[config.mk]
export PLATFORM = sky130hd
export DESIGN_NAME = axi_lite_read_arbiter
export DESIGN_NICKNAME = d
export VERILOG_FILES = /design/src/rtl/axi_lite_read_arbiter_pkg.sv /design/src/rtl/axi_lite_read_arbiter_order_fifo.sv /design/src/rtl/axi_lite_read_arbiter.sv
export SDC_FILE = /design/constraint.sdc
export NUM_CORES = 1
export LEC_CHECK = 0
export BUFFER_PORTS_ARGS = -buffer_cell sky130_fd_sc_hd__buf_2
export CAP_MARGIN = 20
export CORE_AREA = 3 3 119 121
export CTS_CLUSTER_DIAMETER = 50
export CTS_CLUSTER_SIZE = 14
export DETAILED_ROUTE_END_ITERATION = 16
export DIE_AREA = 0 0 122 124
export GPL_TIMING_DRIVEN = 0
export PLACE_DENSITY_LB_ADDON = 0.3
export SLEW_MARGIN = 10
export SYNTH_ARGS = -nofsm -noshare
export SYNTH_HDL_FRONTEND = slang
export SYNTH_SLANG_ARGS = --single-unit
[constraint.sdc]
create_clock -name clk -period 2.5 [get_ports clk]
set_input_delay 0.125 -clock clk [delete_from_list [all_inputs] [get_ports clk]]
set_output_delay 0.125 -clock clk [all_outputs]
set_load 0.01 [all_outputs]
[src/rtl/axi_lite_read_arbiter_pkg.sv]
// Shared definitions for the AXI-lite read arbiter.
//   MST_IFU / MST_LSU : 1-bit owner ids stored in the order FIFO and used as the grant value
//   arb_state_e       : ARB (free arbitration) / LOCK (grant frozen while AR is stalled)
//   RESP_*            : AXI response codes; rresp is passed through unmodified
//   other_mst()       : the master that did not win, used by the round-robin pointer
package axi_lite_read_arbiter_pkg;

    localparam logic MST_IFU = 1'b0;
    localparam logic MST_LSU = 1'b1;

    typedef enum logic {
        ARB_ST_ARB  = 1'b0,
        ARB_ST_LOCK = 1'b1
    } arb_state_e;

    localparam logic [1:0] RESP_OKAY   = 2'b00;
    localparam logic [1:0] RESP_SLVERR = 2'b10;
    localparam logic [1:0] RESP_DECERR = 2'b11;

    function automatic logic other_mst(input logic mst);
        return ~mst;
    endfunction

endpackage

[src/rtl/axi_lite_read_arbiter_order_fifo.sv]
// arb_order_fifo: 1-bit wide, DEPTH deep FIFO of AR owner ids.
//   clk, rst      : clock, asynchronous active-high reset (FIFO empties)
//   push, push_id : write push_id at the tail (caller never pushes when full)
//   pop           : drop the head entry (caller never pops when empty)
//   full, empty   : occupancy flags from the registered count
//   head          : owner id of the oldest entry, combinational
// DEPTH must be a power of two so the pointers wrap naturally.
module arb_order_fifo #(
    parameter int DEPTH = 4
) (
    input  logic clk,
    input  logic rst,
    input  logic push,
    input  logic push_id,
    input  logic pop,
    output logic full,
    output logic empty,
    output logic head
);

    localparam int PTR_W = $clog2(DEPTH);
    localparam int CNT_W = PTR_W + 1;

    logic [DEPTH-1:0] slot_reg;
    logic [DEPTH-1:0] slot_wr_en;
    logic [PTR_W-1:0] wr_ptr_reg;
    logic [PTR_W-1:0] rd_ptr_reg;
    logic [CNT_W-1:0] count_reg;

    genvar gi;
    generate
        for (gi = 0; gi < DEPTH; gi++) begin : g_slot_wr
            assign slot_wr_en[gi] = push && (wr_ptr_reg == PTR_W'(gi));
        end
    endgenerate

    always_ff @(posedge clk or posedge rst) begin
        if (rst) begin
            slot_reg   <= '0;
            wr_ptr_reg <= '0;
            rd_ptr_reg <= '0;
            count_reg  <= '0;
        end else begin
            for (int i = 0; i < DEPTH; i++) begin
                if (slot_wr_en[i]) begin
                    slot_reg[i] <= push_id;
                end
            end
            if (push) begin
                wr_ptr_reg <= wr_ptr_reg + PTR_W'(1);
            end
            if (pop) begin
                rd_ptr_reg <= rd_ptr_reg + PTR_W'(1);
            end
            // Simultaneous push and pop leaves the count unchanged.
            case ({push, pop})
                2'b10:   count_reg <= count_reg + CNT_W'(1);
                2'b01:   count_reg <= count_reg - CNT_W'(1);
                default: count_reg <= count_reg;
            endcase
        end
    end

    assign full  = (count_reg == CNT_W'(DEPTH));
    assign empty = (count_reg == '0);
    assign head  = slot_reg[rd_ptr_reg];

endmodule

[src/rtl/axi_lite_read_arbiter.sv]
// axi_lite_read_arbiter: shares one AXI-lite read port (AR + R) between the
// instruction fetch unit (m0) and the load/store unit (m1).
//   clk, rst           : core clock, asynchronous active-high reset
//   m0_* / m1_*        : ifu / lsu AR and R channels (slave side of the arbiter)
//   s_*                : AR and R channels towards the memory / crossbar slave
// AXI-lite carries no IDs, so an order FIFO records the owner of every accepted
// AR and steers the in-order R beats back to it. AR and R paths are combinational.
// Build option ARB_RR_EN: round-robin between the masters; when undefined the
// lsu (m1) has fixed priority over the ifu (m0).
module axi_lite_read_arbiter
    import axi_lite_read_arbiter_pkg::*;
#(
    parameter int ADDR_W    = 64,
    parameter int DATA_W    = 32,
    parameter int OST_DEPTH = 4
) (
    input  logic              clk,
    input  logic              rst,
    input  logic              m0_arvalid,
    output logic              m0_arready,
    input  logic [ADDR_W-1:0] m0_araddr,
    output logic              m0_rvalid,
    input  logic              m0_rready,
    output logic [1:0]        m0_rresp,
    output logic [DATA_W-1:0] m0_rdata,
    input  logic              m1_arvalid,
    output logic              m1_arready,
    input  logic [ADDR_W-1:0] m1_araddr,
    output logic              m1_rvalid,
    input  logic              m1_rready,
    output logic [1:0]        m1_rresp,
    output logic [DATA_W-1:0] m1_rdata,
    output logic              s_arvalid,
    input  logic              s_arready,
    output logic [ADDR_W-1:0] s_araddr,
    input  logic              s_rvalid,
    output logic              s_rready,
    input  logic [1:0]        s_rresp,
    input  logic [DATA_W-1:0] s_rdata
);

    arb_state_e        state_reg, state_next;
    logic              grant_reg, grant_next;
    logic              arb_pick;
    logic              grant;
    logic              sel_arvalid;
    logic [ADDR_W-1:0] sel_araddr;
    logic              ar_present;
    logic              ar_push;
    logic              r_accept;
    logic              r_pop;
    logic              fifo_full, fifo_empty, fifo_head;

`ifdef ARB_RR_EN
    // rr_reg names the master that wins when both request.
    logic rr_reg, rr_next;

    always_comb begin
        rr_next = rr_reg;
        if (ar_push) begin
            rr_next = other_mst(grant);
        end
    end

    always_ff @(posedge clk or posedge rst) begin
        if (rst) begin
            rr_reg <= MST_IFU;
        end else begin
            rr_reg <= rr_next;
        end
    end

    always_comb begin
        arb_pick = grant_reg;
        if (m0_arvalid && m1_arvalid) begin
            arb_pick = rr_reg;
        end else if (m1_arvalid) begin
            arb_pick = MST_LSU;
        end else if (m0_arvalid) begin
            arb_pick = MST_IFU;
        end
    end
`else
    always_comb begin
        arb_pick = grant_reg;
        if (m1_arvalid) begin
            arb_pick = MST_LSU;
        end else if (m0_arvalid) begin
            arb_pick = MST_IFU;
        end
    end
`endif

    // Once an AR has been presented and stalled, the grant must not move,
    // otherwise s_arvalid/s_araddr would change before the handshake.
    assign grant = (state_reg == ARB_ST_LOCK) ? grant_reg : arb_pick;

    assign sel_arvalid = (grant == MST_LSU) ? m1_arvalid : m0_arvalid;
    assign sel_araddr  = (grant == MST_LSU) ? m1_araddr  : m0_araddr;

    // A full FIFO blocks AR outright, even if a pop happens this cycle.
    assign ar_present = sel_arvalid && !fifo_full;
    assign ar_push    = ar_present && s_arready;

    always_comb begin
        state_next = state_reg;
        grant_next = grant_reg;
        case (state_reg)
            ARB_ST_ARB: begin
                grant_next = arb_pick;
                if (ar_present && !s_arready) begin
                    state_next = ARB_ST_LOCK;
                end
            end
            ARB_ST_LOCK: begin
                if (ar_push) begin
                    state_next = ARB_ST_ARB;
                end
            end
            default: begin
                state_next = ARB_ST_ARB;
            end
        endcase
    end

    always_ff @(posedge clk or posedge rst) begin
        if (rst) begin
            state_reg <= ARB_ST_ARB;
            grant_reg <= MST_LSU;
        end else begin
            state_reg <= state_next;
            grant_reg <= grant_next;
        end
    end

    // R steering: the FIFO head owns the current beat. With an empty FIFO
    // s_rready stays low, so a stray beat stalls instead of being misrouted.
    assign r_accept = !fifo_empty && ((fifo_head == MST_LSU) ? m1_rready : m0_rready);
    assign r_pop    = s_rvalid && r_accept;

    arb_order_fifo #(
        .DEPTH (OST_DEPTH)
    ) u_order_fifo (
        .clk     (clk),
        .rst     (rst),
        .push    (ar_push),
        .push_id (grant),
        .pop     (r_pop),
        .full    (fifo_full),
        .empty   (fifo_empty),
        .head    (fifo_head)
    );

    // Handshake outputs are forced low for as long as rst is held.
    assign s_arvalid  = ar_present && !rst;
    assign s_araddr   = sel_araddr;
    assign m0_arready = !rst && !fifo_full && s_arready && (grant == MST_IFU);
    assign m1_arready = !rst && !fifo_full && s_arready && (grant == MST_LSU);

    assign s_rready  = r_accept && !rst;
    assign m0_rvalid = !rst && !fifo_empty && s_rvalid && (fifo_head == MST_IFU);
    assign m1_rvalid = !rst && !fifo_empty && s_rvalid && (fifo_head == MST_LSU);

    assign m0_rdata = s_rdata;
    assign m1_rdata = s_rdata;
    assign m0_rresp = s_rresp;
    assign m1_rresp = s_rresp;

endmodule

==> flow_summary.toml <==
[sta]
layout_setup_ws_ps = 188
final.min_clock_period_ps = 2310
relSlewSlack_pct = 67.1
setup_viol = 0
fin_crit_sh_pct = 92.5
whs_ps = 100
worst_pin_slew_ps = 493
fmax_mhz = 433
skew_ps = 2.70
rsz0062_at_grt = "false"
finalHoldViolations = 0
maxSlewViolCount = 0

[grt]
grt_pass1_wl_mm = 12.7
first_global_vias = 2322
grt_max_degree = 14
grt_remaining_overflow = 0
track_usage_pct = 10.7
grt_antenna_before_repair = 0

[synthesis]
synth_seq_area_share_pct = 15.9
syn_area_per_cell_um2 = 9.55
yosys_register_bits = 13
yosys_warnings = 0
synthDistinctLibCells = 26
syn_area_um2 = 2050
syn-num-nets = 391
synthCells = 215

[critical_path]
cp.required_ps = 2670
worstReg2RegEnd = "u_order_fifo.count_reg[2]"
start_kind = "flip-flop"
regToRegSetupSlack_ps = 190
timing.rr.start = "grant_reg"
cp_max_fo = 10
crit_arrival_ps = 2480
reg2reg_depth = 10
critPathKind = "flip-flop to flip-flop"
cp-end-kind = "flip-flop"

[cells_and_area]
design_area_um2 = 3750
drive_above_1_share_pct = 84.4
fin_nets = 670
n_antenna_cell = 0
largest_reg_flops = 4
final_core_util_pct = 28.4
syn_to_final_growth_pct = 82.4

[detailed_routing]
ant_nets = 0
drc = 0
vias = 2496
avgViaCountPerCell = 3.73
wl_per_cell_um = 14.6
firstDrtPassIters = 4
drt_iter0_markers = 36
drt_wl_total_mm = 9.78

[floorplan]
core_area_um2 = 13200
die_y_um = 124
dieWidth_um = 122
dieArea_um2 = 15100
io_pins = 308
placementRows = 42
initial_core_util_pct = 15.6

[place]
gp_congestion = 0.827
place_area_um2 = 3640
dp_slack_ps = -2.69
dp_hpwl_mm = 8.87
port_buffers = 273

[run_status]
status = "completed"

[clocking]
tritoncts = "built"
path_clk_slew_ps = 40
htreeDepth = 1
cts_made_buffers = 3
clk_path_buf_depth = 2
cts_setup_buffers = 0
cts_root_buf = "clkbuf_16"
clk_latency_ps = 240
cts_sinks = 13

[power]
p_per_area_nw_per_um2 = 781
power.leakage_nw = 2.10
ir_drop_mv = 0.470
p_total_mw = 2.93

[worst_hold_path]
hold_class = "primary input to flip-flop"
min_from = "s_arready"
holdPathStages = 2

[job]
maxCapViolCount = 0
[critical path, stage by stage, from the launching register on]
cell	delay, ps
dfstp_2	560
mux2i_4	290
a2111oi_4	120
buf_4	190
inv_1	60
ha_1	170
inv_1	60
fa_1	370
xor2_1	150
nor2_1	110
xor2_1	150
[per-layer routing]
| layer | track usage (%) | vias up | routed length [µm] |
|---|---|---|---|
| met5 | 0 | - | 0 |
| met1 | 13.7 | 1140 | 3910 |
| met2 | 18.8 | 123 | 4890 |
| met3 | 1.54 | 9 | 852 |
| li1 | - | 1224 | - |
| met4 | 2.80 | 0 | 135 |
[synthesized netlist by cell type]
master      n  area, µm²
and3_1      1       6.26
mux2i_1     8       80.1
nand2_1     2       7.51
nor3_1      4       20.0
dfrtp_1    12        300
nor2b_1     1       6.26
dfstp_2     1       26.3
a31oi_1     4       25.0
mux2_2     59        664
nor3b_1     2       15.0
inv_1       9       33.8
fa_1        1       20.0
xor2_1      3       26.3
a21oi_1     4       20.0
a2111oi_4   1       27.5
buf_4      69        518
a2111oi_0   1       8.76
o31ai_1     2       15.0
nand2b_1    3       18.8
mux2_1      5       56.3
a21oi_2     1       8.76
ha_1        5       62.6
xnor2_1     2       17.5
o21ai_0     3       15.0
buf_2       7       35.0
nor2_1      5       18.8
[worst max path at each step]
stage | cells past startpoint | endpoint | startpoint
2_1_floorplan | 10 | u_order_fifo.count_reg[2] | u_order_fifo.count_reg[0]
3_3_place_gp | 10 | u_order_fifo.count_reg[2] | u_order_fifo.count_reg[0]
3_5_place_dp | 10 | u_order_fifo.count_reg[2] | u_order_fifo.count_reg[0]
4_1_cts | 10 | u_order_fifo.count_reg[2] | grant_reg
5_1_grt | 10 | u_order_fifo.count_reg[2] | grant_reg
6_report | 10 | u_order_fifo.count_reg[2] | grant_reg
[layout make-up]
class	instances	area [µm²]
plain buffers	76	553
clock buffers	4	78.8
fillers	1430	9440
inverters	9	33.8
multi-input cells	117	1160
flip-flops and latches	13	327
well taps	176	220
repair buffers	274	1380
[per-stage QoR]
stage	setup TNS (ps)	cells
6_report	0	669
5_1_grt	0	669
4_1_cts	0	669
3_5_place_dp	-2.69	664
3_3_place_gp	0	664
2_1_floorplan	0	215
[kinds of logic after synthesis]
| group | after synthesis | share of synthesized area, % |
|---|---|---|
| compound gates | 16 | 5.85 |
| xor+xnor | 5 | 2.13 |
| fa+ha+maj | 6 | 4.02 |
| buf+inv | 85 | 28.6 |
| flops | 13 | 15.9 |
| mux | 72 | 39.0 |
| simple gates | 18 | 4.51 |
[power by group]
| part | internal [mW] | switching (mW) |
|---|---|---|
| combinational | 1.10 | 1.09 |
| clock | 0.215 | 0.0863 |
| sequential | 0.328 | 0.106 |
[cells in the final DEF, fill, tap and decap left out, types with 4 or more instances in the layout]
cell type / instances
buf_2: 280
mux2_2: 59
inv_1: 9
dfrtp_1: 12
nor3_1: 4
nor2_1: 5
mux2i_1: 7
mux2_1: 5
a21oi_1: 4
a31oi_1: 4
buf_4: 69
ha_1: 5
[timing repair]
item / 4_1_cts / 5_1_grt
gates cloned: 0 / 0
endpoints found under the setup margin: 1 / 1
gates resized for setup: 1 / 2
endpoints found under the hold margin: 12 / 0
hold buffers: 1 / 0
No activity file was read; power rests on OpenSTA's default activity.
